**src/rtl/serial_mag_comparator_pkg.sv**
```systemverilog
// rtl/serial_mag_comparator_pkg.sv - shared types, result codes and digit-count helper
package cmp_pkg;

    typedef enum logic [1:0] {
        IDLE    = 2'd0,
        COMPARE = 2'd1,
        DONE    = 2'd2
    } state_t;

    // One-hot result codes, ordered {greater, equal, less}
    localparam logic [2:0] RES_GT = 3'b100;
    localparam logic [2:0] RES_EQ = 3'b010;
    localparam logic [2:0] RES_LT = 3'b001;

    function automatic int digit_count(input int width, input int digit);
        return width / digit;
    endfunction

endpackage

```
**src/rtl/serial_mag_comparator_if.sv**
```systemverilog
// rtl/serial_mag_comparator_if.sv - request/result bundle for the serial comparator
interface serial_mag_comparator_if #(
    parameter int WIDTH = 8
);
    logic             start;
    logic             signed_mode;
    logic [WIDTH-1:0] a;
    logic [WIDTH-1:0] b;
    logic             busy;
    logic             done;
    logic             a_greater_b;
    logic             a_equal_b;
    logic             a_less_b;

    modport master (
        output start, signed_mode, a, b,
        input  busy, done, a_greater_b, a_equal_b, a_less_b
    );

    modport slave (
        input  start, signed_mode, a, b,
        output busy, done, a_greater_b, a_equal_b, a_less_b
    );
endinterface

```
**src/rtl/serial_mag_comparator_digit_compare.sv**
```systemverilog
// rtl/serial_mag_comparator_digit_compare.sv - combinational unsigned compare of one digit
module digit_compare #(
    parameter int DIGIT = 1
) (
    input  logic [DIGIT-1:0] a,
    input  logic [DIGIT-1:0] b,
    output logic             gt,
    output logic             lt
);

    // Plain unsigned magnitude of a single digit
    always_comb begin
        gt = (a > b);
        lt = (a < b);
    end

endmodule

```
**src/rtl/serial_mag_comparator.sv**
```systemverilog
// rtl/serial_mag_comparator.sv - multi-cycle MSB-first magnitude comparator with early exit
module serial_mag_comparator
    import cmp_pkg::*;
#(
    parameter int WIDTH = 8,
    parameter int DIGIT = 1
) (
    input  logic                     clk,
    input  logic                     rst_n,
    serial_mag_comparator_if.slave   bus
);

    localparam int NDIG = digit_count(WIDTH, DIGIT);
    localparam int KW   = (NDIG > 1) ? $clog2(NDIG) : 1;
    localparam logic [WIDTH-1:0] SIGN_MASK = {1'b1, {(WIDTH-1){1'b0}}};

    if (WIDTH < 2 || (WIDTH % DIGIT) != 0) begin : g_bad_params
        $error("serial_mag_comparator: WIDTH must be >= 2 and a multiple of DIGIT");
    end

    state_t           state_q;
    state_t           state_d;
    logic [WIDTH-1:0] a_sh;
    logic [WIDTH-1:0] b_sh;
    logic [KW-1:0]    k_q;
    logic [2:0]       res_q;
    logic             dig_gt;
    logic             dig_lt;
    logic             accept;
    logic             last_digit;

    // Start is honoured in IDLE and, for back-to-back use, in the DONE cycle
    assign accept     = bus.start && (state_q == IDLE || state_q == DONE);
    assign last_digit = (k_q == KW'(NDIG - 1));

    // The current digit is always the top of the shift registers
    digit_compare #(.DIGIT(DIGIT)) u_digit (
        .a  (a_sh[WIDTH-1 -: DIGIT]),
        .b  (b_sh[WIDTH-1 -: DIGIT]),
        .gt (dig_gt),
        .lt (dig_lt)
    );

    // State register
    always_ff @(posedge clk or negedge rst_n) begin
        if (!rst_n) begin
            state_q <= IDLE;
        end else begin
            state_q <= state_d;
        end
    end

    // Next-state: leave COMPARE on the first differing digit or after the last one
    always_comb begin
        state_d = state_q;
        case (state_q)
            IDLE:    if (bus.start) state_d = COMPARE;
            COMPARE: if (dig_gt || dig_lt || last_digit) state_d = DONE;
            DONE:    state_d = bus.start ? COMPARE : IDLE;
            default: state_d = IDLE;
        endcase
    end

    // Operand shift registers, digit index and sticky result
    always_ff @(posedge clk or negedge rst_n) begin
        if (!rst_n) begin
            a_sh  <= '0;
            b_sh  <= '0;
            k_q   <= '0;
            res_q <= '0;
        end else if (accept) begin
            // Flipping the sign bit maps two's-complement order onto unsigned order
            a_sh  <= bus.signed_mode ? (bus.a ^ SIGN_MASK) : bus.a;
            b_sh  <= bus.signed_mode ? (bus.b ^ SIGN_MASK) : bus.b;
            k_q   <= '0;
            res_q <= '0;
        end else if (state_q == COMPARE) begin
            if (dig_gt) begin
                res_q <= RES_GT;
            end else if (dig_lt) begin
                res_q <= RES_LT;
            end else if (last_digit) begin
                res_q <= RES_EQ;
            end else begin
                k_q  <= k_q + KW'(1);
                a_sh <= a_sh << DIGIT;
                b_sh <= b_sh << DIGIT;
            end
        end
    end

    assign bus.busy        = (state_q == COMPARE);
    assign bus.done        = (state_q == DONE);
    assign bus.a_greater_b = res_q[2];
    assign bus.a_equal_b   = res_q[1];
    assign bus.a_less_b    = res_q[0];

endmodule

```
**src/flat_wrapper.sv**
```systemverilog
// flat-port wrapper written by rule: the top's interface ports become plain ports
module serial_mag_comparator_flat import cmp_pkg::*;
#(
    parameter int WIDTH = 8,
    parameter int DIGIT = 1
)
  (clk, rst_n, bus_start, bus_signed_mode, bus_a, bus_b, bus_busy, bus_done, bus_a_greater_b, bus_a_equal_b, bus_a_less_b);
  serial_mag_comparator_if #(.WIDTH(WIDTH)) bus_i ();
  input  logic clk;
  input  logic rst_n;
  input wire logic [$bits(bus_i.start)-1:0] bus_start;
  input wire logic [$bits(bus_i.signed_mode)-1:0] bus_signed_mode;
  input wire logic [$bits(bus_i.a)-1:0] bus_a;
  input wire logic [$bits(bus_i.b)-1:0] bus_b;
  output wire logic [$bits(bus_i.busy)-1:0] bus_busy;
  output wire logic [$bits(bus_i.done)-1:0] bus_done;
  output wire logic [$bits(bus_i.a_greater_b)-1:0] bus_a_greater_b;
  output wire logic [$bits(bus_i.a_equal_b)-1:0] bus_a_equal_b;
  output wire logic [$bits(bus_i.a_less_b)-1:0] bus_a_less_b;
  assign bus_i.start = bus_start;
  assign bus_i.signed_mode = bus_signed_mode;
  assign bus_i.a = bus_a;
  assign bus_i.b = bus_b;
  assign bus_busy = bus_i.busy;
  assign bus_done = bus_i.done;
  assign bus_a_greater_b = bus_i.a_greater_b;
  assign bus_a_equal_b = bus_i.a_equal_b;
  assign bus_a_less_b = bus_i.a_less_b;
  serial_mag_comparator #(.WIDTH(WIDTH), .DIGIT(DIGIT)) u_core (.clk(clk), .rst_n(rst_n), .bus(bus_i));
endmodule
```
**config.mk**
```make
export PLATFORM = sky130hd
export DESIGN_NAME = serial_mag_comparator_flat
export DESIGN_NICKNAME = d
export VERILOG_FILES = /design/src/rtl/serial_mag_comparator_pkg.sv /design/src/rtl/serial_mag_comparator_if.sv /design/src/rtl/serial_mag_comparator_digit_compare.sv /design/src/rtl/serial_mag_comparator.sv /design/src/flat_wrapper.sv
export SDC_FILE = /design/constraint.sdc
export NUM_CORES = 1
export LEC_CHECK = 0
export CAP_MARGIN = 20
export CORE_MARGIN = 2
export CORE_UTILIZATION = 55
export CTS_BUF_LIST = sky130_fd_sc_hd__clkbuf_8
export DETAILED_ROUTE_END_ITERATION = 10
export DONT_BUFFER_PORTS = 1
export HOLD_SLACK_MARGIN = 0.1
export PLACE_DENSITY = 0.7
export REMOVE_ABC_BUFFERS = 1
export SKIP_LAST_GASP = 1
export SLEW_MARGIN = 10
export SYNTH_ARGS = -nofsm -noshare
export SYNTH_HDL_FRONTEND = slang
export SYNTH_SLANG_ARGS = --single-unit
export TNS_END_PERCENT = 1
```
**constraint.sdc**
```tcl
create_clock -name clk -period 3.05 [get_ports clk]
set_clock_uncertainty 0.15 [all_clocks]
set_input_delay 0.305 -clock clk [delete_from_list [all_inputs] [get_ports clk]]
set_output_delay 0.305 -clock clk [all_outputs]
set_load 0.01 [all_outputs]
```
==> reports/metrics.csv, run 1 <==
metric;value;unit
Reg clk slew, reported paths;0.08;ns
vias per cell;5.64;
hold path cells;2;
Worst Hold Launch;bus_b[7];
# rows;17;
GPL Wtd Cong;0.883;
sequential fraction of the synthesis area;0.475;
DP Worst Slack;0.529;ns
Worst Tran Pin Value;0.865;ns
CTS buffer count;3;
Initial DRT Pass Iterations;4;
Finished Cell Area;1380;um2
CP Capture Type;flip-flop;
reg-to-reg slack, setup;0.52;ns
Layout Utilization;0.629;
CP max FO;16;
most frequent cell after synthesis;dfrtp_1;
Setup violations, final;0;
CTS tree;built;
start of the worst register-to-register path;u_core.k_q[0];
placed cell areas;1270;um2
post-DR wirelength/cell;15.0;um
Yosys top cell by area;dfrtp_1;
Cell Area, Synth;1260;um2
max_cap viols;0;
CP Class;flip-flop to flip-flop;
core region area;2190;um2
nets@finish;136;
first-pass GRT wire length;3710;um
RSZ-0062 raised after global routing;false;
GRT overflow;0;
H-tree depth;1;
die width;51.9;um
min-delay worst type;primary input to flip-flop;
Yosys cell types;25;
1st-iter DRT viols;8;
setup tns final;0;ns
worst skew pair latency;0.26;ns
count of pins over their slew limit;0;
Post-synth ARST share;1.00;
# clock sinks;24;
hold endpoint;u_core.b_sh[7];
Leak Pwr;0.650;nW
capturing point of the worst reg2reg path;u_core.b_sh[1];
part of the cycle the worst path needs;0.829;
# IOs;25;
fmax;396;MHz
share of cells above drive strength 1;0.291;
Worst Setup Slack, final;0.522;ns
Avg Synthesized Cell Area;12.0;um2
EDFF count, synth;0;
CTS max path bufs;2;
Post-Synthesis Cells;105;
top post-synthesis cells by count;24 x dfrtp_1, 18 x mux2_2, 11 x inv_1;
final hold violation count;0;
CP Data Required Time;3.05;ns
setup repair bufs after CTS;0;
CP Data Arrival Time;2.53;ns
Reg2Reg Depth;5;
vias in the first global route;808;
GRT Overall Usage;0.187;
IO buf count;0;
CP Launch Type;flip-flop;
status;complete, no violations;
Die Span Y;51.9;um
Main synth FF type;dfrtp_1;
Power per Cell Area;996;nW/um2
share of the synthesized area in the top cell type;0.475;
Yosys Warn Count;0;
#FFs+latches synth;24;
HPWL after DPL;1430;um
CTS root buffer;clkbuf_8;
total number of vias;779;
launch point of the worst path;u_core.k_q[0];
initial antenna violation count;0;
die footprint;2700;um2
ANT cells;0;
dominant cells by area after synthesis;dfrtp_1 48%, mux2_2 16%, mux2_4 7.1%, ha_1 4.0%, inv_1 3.3%;
Worst VDD drop;0.000525;V
WL final;2070;um
fin crit period;2.53;ns
Starting Density;0.577;
largest net degree at the start of global routing;25;
worst slew margin relative to its limit;0.424;
residual DRC count;0;
synth-to-layout area growth;9.01;%
antenna-violating nets left;0;
-- logic make-up after synthesis --
group | count (synthesis) | share of synthesized area
compound gates | 14 | 0.0693
xor+xnor | 2 | 0.0139
fa+ha+maj | 4 | 0.0396
buf+inv | 15 | 0.0584
flops | 24 | 0.475
mux | 28 | 0.263
simple gates | 18 | 0.0802
-- where the power goes --
| group | internal (W) | switching [W] |
|---|---|---|
| logic | 0.000355 | 0.000284 |
| clock network | 0.0000883 | 0.0000974 |
| registers | 0.000462 | 0.0000847 |
-- cells in the final DEF, fill, tap and decap left out, drive strengths merged, types with 2 or more instances in the layout --
| cell | Yosys | layout |
|---|---|---|
| a21oi | 2 | 2 |
| clkbuf | 2 | 3 |
| dfrtp | 24 | 24 |
| dlygate4sd3 | 0 | 5 |
| ha | 4 | 4 |
| inv | 11 | 11 |
| mux2 | 24 | 24 |
| mux2i | 4 | 4 |
| nand2 | 7 | 7 |
| nand2b | 2 | 2 |
| nand4 | 2 | 2 |
| nor2 | 3 | 3 |
| o21ai | 9 | 9 |
-- how the worst max path moves through the flow --
stage,to,slack (ns),cells past startpoint
2_1_floorplan,u_core.a_sh[5],0.73,5
6_report,u_core.b_sh[1],0.52,5
3_3_place_gp,u_core.a_sh[6],0.59,5
4_1_cts,u_core.a_sh[5],0.51,5
3_5_place_dp,u_core.b_sh[1],0.53,5
5_1_grt,u_core.a_sh[5],0.40,5
-- through the flow --
stage	cells	hold slack, ns	power (W)
after CTS	138	0.101	0.00139
final	138	0.107	0.00137
after global routing	138	0.106	0.00149
after detailed placement	129	-0.140	0.00118
after global placement	129	-0.140	0.00117
after floorplan	101	-0.141	0.00107
-- timing repair --
item                                   4_1_cts  5_1_grt
endpoints found under the hold margin       28        0
resized for setup                            0        0
setup endpoints to repair                    0        0
hold buffers                                 6        0
-- sequential cells by signal (all words and copies together) (netlist names) --
register,count
u_core.res_q,3
u_core.state_q,2
u_core.a_sh,8
u_core.k_q,3
u_core.b_sh,8
-- cell type report --
| type | instances | area (um2) |
|---|---|---|
| Sequential cell | 24 | 601 |
| Clock buffer | 3 | 41.3 |
| Fill cell | 184 | 813 |
| Timing Repair Buffer | 6 | 70.1 |
| Multi-Input combinational cell | 66 | 589 |
| Inverter | 11 | 41.3 |
| Tap cell | 28 | 35.0 |
-- critical path, cell delays in order (launching register included) --
cell and delay, ns:
dfrtp_1 0.40, ha_1 0.21, ha_1 0.23, or4b_4 0.54, o21ai_4 0.48, mux2_2 0.40
-- routing by layer --
layer,share of wire,global-route usage,vias to the layer above
met5,0,0,-
li1,-,-,373
met2,0.47,0.295,17
met1,0.48,0.258,385
met4,0.018,0.0921,0
met3,0.028,0.0172,4
(Power assumes the default switching activity.)
==> run 2, diff against run 1 <==
--- a/config.mk
+++ b/config.mk
@@ -12,7 +12,7 @@
 export DETAILED_ROUTE_END_ITERATION = 10
 export DONT_BUFFER_PORTS = 1
 export HOLD_SLACK_MARGIN = 0.1
-export PLACE_DENSITY = 0.7
+export PLACE_DENSITY = 0.73
 export REMOVE_ABC_BUFFERS = 1
 export SKIP_LAST_GASP = 1
 export SLEW_MARGIN = 10
==> constraint.sdc (replaced) <==
create_clock -name clk -period 2.2 [get_ports clk]
set_clock_uncertainty 0.15 [all_clocks]
set_input_delay 0.22 -clock clk [delete_from_list [all_inputs] [get_ports clk]]
set_output_delay 0.22 -clock clk [all_outputs]
set_load 0.01 [all_outputs]
==> run 2 against run 1 <==
Compared with the run above: worst hold slack got worse by 0.0057 ns; flip-flop and latch count did not move; routed wire length rose by 24%; non-clock buffer count rose by 23; worst setup slack got worse by 0.52 ns; first-iteration DRC count rose by 25%; total power rose by 59%; clock power rose by 39%; design area rose by 18%; global-route usage rose by 3.1 points; via count rose by 12%; largest power group unchanged.
==> reports/metrics.csv, run 2 (synthesis gave the netlist of run 1 again) <==
metric;value;unit;change
start of the worst register-to-register path;u_core.k_q[0];;unchanged
GRT Overall Usage;0.219;;was 0.187
launch point of the worst path;u_core.k_q[0];;unchanged
Starting Density;0.577;;unchanged
Worst Tran Pin Value;0.601;ns;was 0.865 ns
share of cells above drive strength 1;0.338;;was 0.291
CTS buffer count;3;;unchanged
CP top delay family;simple AND/OR/NAND/NOR gates;;unchanged
vias per cell;5.42;;was 5.64
Regs by FF count;u_core.a_sh x8, u_core.b_sh x8;;unchanged
CP Capture Type;flip-flop;;unchanged
Worst VDD drop;0.000827;V;was 0.000525 V
CTS tree;built;;unchanged
part of the cycle the worst path needs;0.998;;was 0.829
CP max FO;6;;was 16
hold_ws;0.102;ns;was 0.107 ns
fmax;456;MHz;was 396 MHz
reg-to-reg slack, setup;0.005;ns;was 0.52 ns
Finished Cell Area;1630;um2;was 1380 um2
max_cap viols;0;;unchanged
ANT cells;0;;unchanged
CP peak stage delay;0.50;ns;was 0.54 ns
IO buf count;0;;unchanged
Power per Cell Area;1340;nW/um2;was 996 nW/um2
Initial DRT Pass Iterations;2;;was 4
commonest non-fill, non-tap cell in the layout;dfrtp_1;;unchanged
worst setup path endpoint;u_core.b_sh[5];;was u_core.b_sh[1]
critical path, cell by cell;ha_2, ha_4, or4b_4, o21ai_4, buf_6, mux2_4;;was ha_1, ha_1, or4b_4, o21ai_4, mux2_2
Setup violations, final;0;;unchanged
Stages on worst setup path;6;;was 5
first-pass GRT wire length;4200;um;was 3710 um
vias in the first global route;927;;was 808
synth-to-layout area growth;29.0;%;was 9.01%
CP Data Required Time;2.21;ns;was 3.05 ns
1st-iter DRT viols;10;;was 8
placed cell areas;1310;um2;was 1270 um2
core region area;2190;um2;unchanged
WL final;2570;um;was 2070 um
residual DRC count;0;;unchanged
# rows;17;;unchanged
HPWL after DPL;1640;um;was 1430 um
nets@finish;159;;was 136
count of pins over their slew limit;0;;unchanged
CP Data Arrival Time;2.20;ns;was 2.53 ns
Reg clk slew, reported paths;0.08;ns;about the same
total number of vias;872;;was 779
CP Launch Type;flip-flop;;unchanged
capturing point of the worst reg2reg path;u_core.b_sh[5];;was u_core.b_sh[1]
min-delay worst type;primary input to flip-flop;;unchanged
die footprint;2700;um2;unchanged
die width;51.9;um;unchanged
footprint of the multi-input gates;631;um2;was 589 um2
CTS root buffer;clkbuf_8;;unchanged
Power, Total;0.00218;W;was 0.00137 W
Reg2Reg Depth;6;;was 5
CTS max path bufs;2;;unchanged
GRT overflow;0;;unchanged
# clock sinks;24;;unchanged
post-DR wirelength/cell;15.9;um;was 15.0 um
largest net degree at the start of global routing;25;;unchanged
number of fill cells in the layout;147;;was 184
Worst Path Buf+Inv;1;;was 0
# IOs;25;;unchanged
slowest CP cell;or4b_4;;unchanged
Layout Utilization;0.744;;was 0.629
CP Class;flip-flop to flip-flop;;unchanged
RSZ-0062 raised after global routing;true;;was false
most frequent cells in the layout;24 x dfrtp_1, 18 x dlygate4sd3_1, 12 x mux2_2, 12 x mux2_4, 11 x inv_1;;was 24 x dfrtp_1, 18 x mux2_2, 11 x inv_1
worst slew margin relative to its limit;0.594;;was 0.424
initial antenna violation count;0;;unchanged
antenna-violating nets left;0;;unchanged
status;complete, no violations;;unchanged
Die Span Y;51.9;um;unchanged
worst skew pair latency;0.27;ns;was 0.26 ns
final hold violation count;0;;unchanged
Reg area;601;um2;unchanged
fin crit period;2.20;ns;was 2.53 ns
GPL Wtd Cong;0.795;;was 0.883
H-tree depth;1;;unchanged
Leak Pwr;0.772;nW;was 0.650 nW
==> run 2: cell count changes in the layout (fill, tap and decap cells not counted), moves of 2 or more <==
cell           before  now
buf_4               0    7
mux2_2             18   12
dlygate4sd3_1       5   18
ha_1                4    2
buf_6               0    3
mux2_4              6   12
==> run 2: stage by stage <==
| stage | cells | setup slack (ns) | setup TNS (ns) |
|---|---|---|---|
| finish | 161 | 0.00461 | 0 |
| global route | 161 | -0.0318 | -0.242 |
| CTS | 159 | -0.0542 | -0.631 |
| detailed placement | 135 | -0.0636 | -0.414 |
| global placement | 135 | 0.00322 | 0 |
| floorplan | 101 | -0.122 | -1.19 |
==> run 2: tightest hold or removal path, stage by stage <==
cell	delay, ns
xor2_1	0.04
mux2i_1	0.13
mux2i_1	0.09
==> run 2: timing repair <==
action | 4_1_cts | 5_1_grt
setup endpoints to repair | 13 | 14
buffers inserted | 2 | 1
pin swaps | 3 | 4
hold endpoints to repair | 40 | 0
hold buffers | 18 | 0
gates cloned | 1 | 0
gates resized for setup | 12 | 2
==> run 2: how the worst min path moves through the flow <==
| stage | startpoint | endpoint | slack (ns) | cells past startpoint |
|---|---|---|---|---|
| 3_3_place_gp | rst_n | u_core.a_sh[2] | -0.22 | 0 |
| 6_report | bus_a[7] | u_core.a_sh[7] | 0.10 | 3 |
| 3_5_place_dp | rst_n | u_core.a_sh[2] | -0.22 | 0 |
| 4_1_cts | bus_a[7] | u_core.a_sh[7] | 0.10 | 3 |
| 5_1_grt | bus_start | u_core.k_q[0] | 0.10 | 2 |
| 2_1_floorplan | rst_n | u_core.a_sh[0] | -0.23 | 0 |
==> run 2: cell type report <==
class	instances	area share
Clock buffer	3	0.0253
Tap cell	28	0.0215
Timing Repair Buffer	29	0.173
Sequential cell	24	0.368
Inverter	11	0.0253
Multi-Input combinational cell	66	0.387
==> run 2: metal layers <==
| metal | track usage | part of all wire |
|---|---|---|
| met5 | 0 | 0 |
| met4 | 0.118 | 0.022 |
| met3 | 0.0345 | 0.033 |
| met2 | 0.365 | 0.52 |
| met1 | 0.269 | 0.42 |
==> run 2: power by group <==
part	total, W	internal, W	switching [W]
clock	0.000258	0.000123	0.000135
sequential	0.000763	0.000641	0.000122
combinational	0.00116	0.000682	0.000481
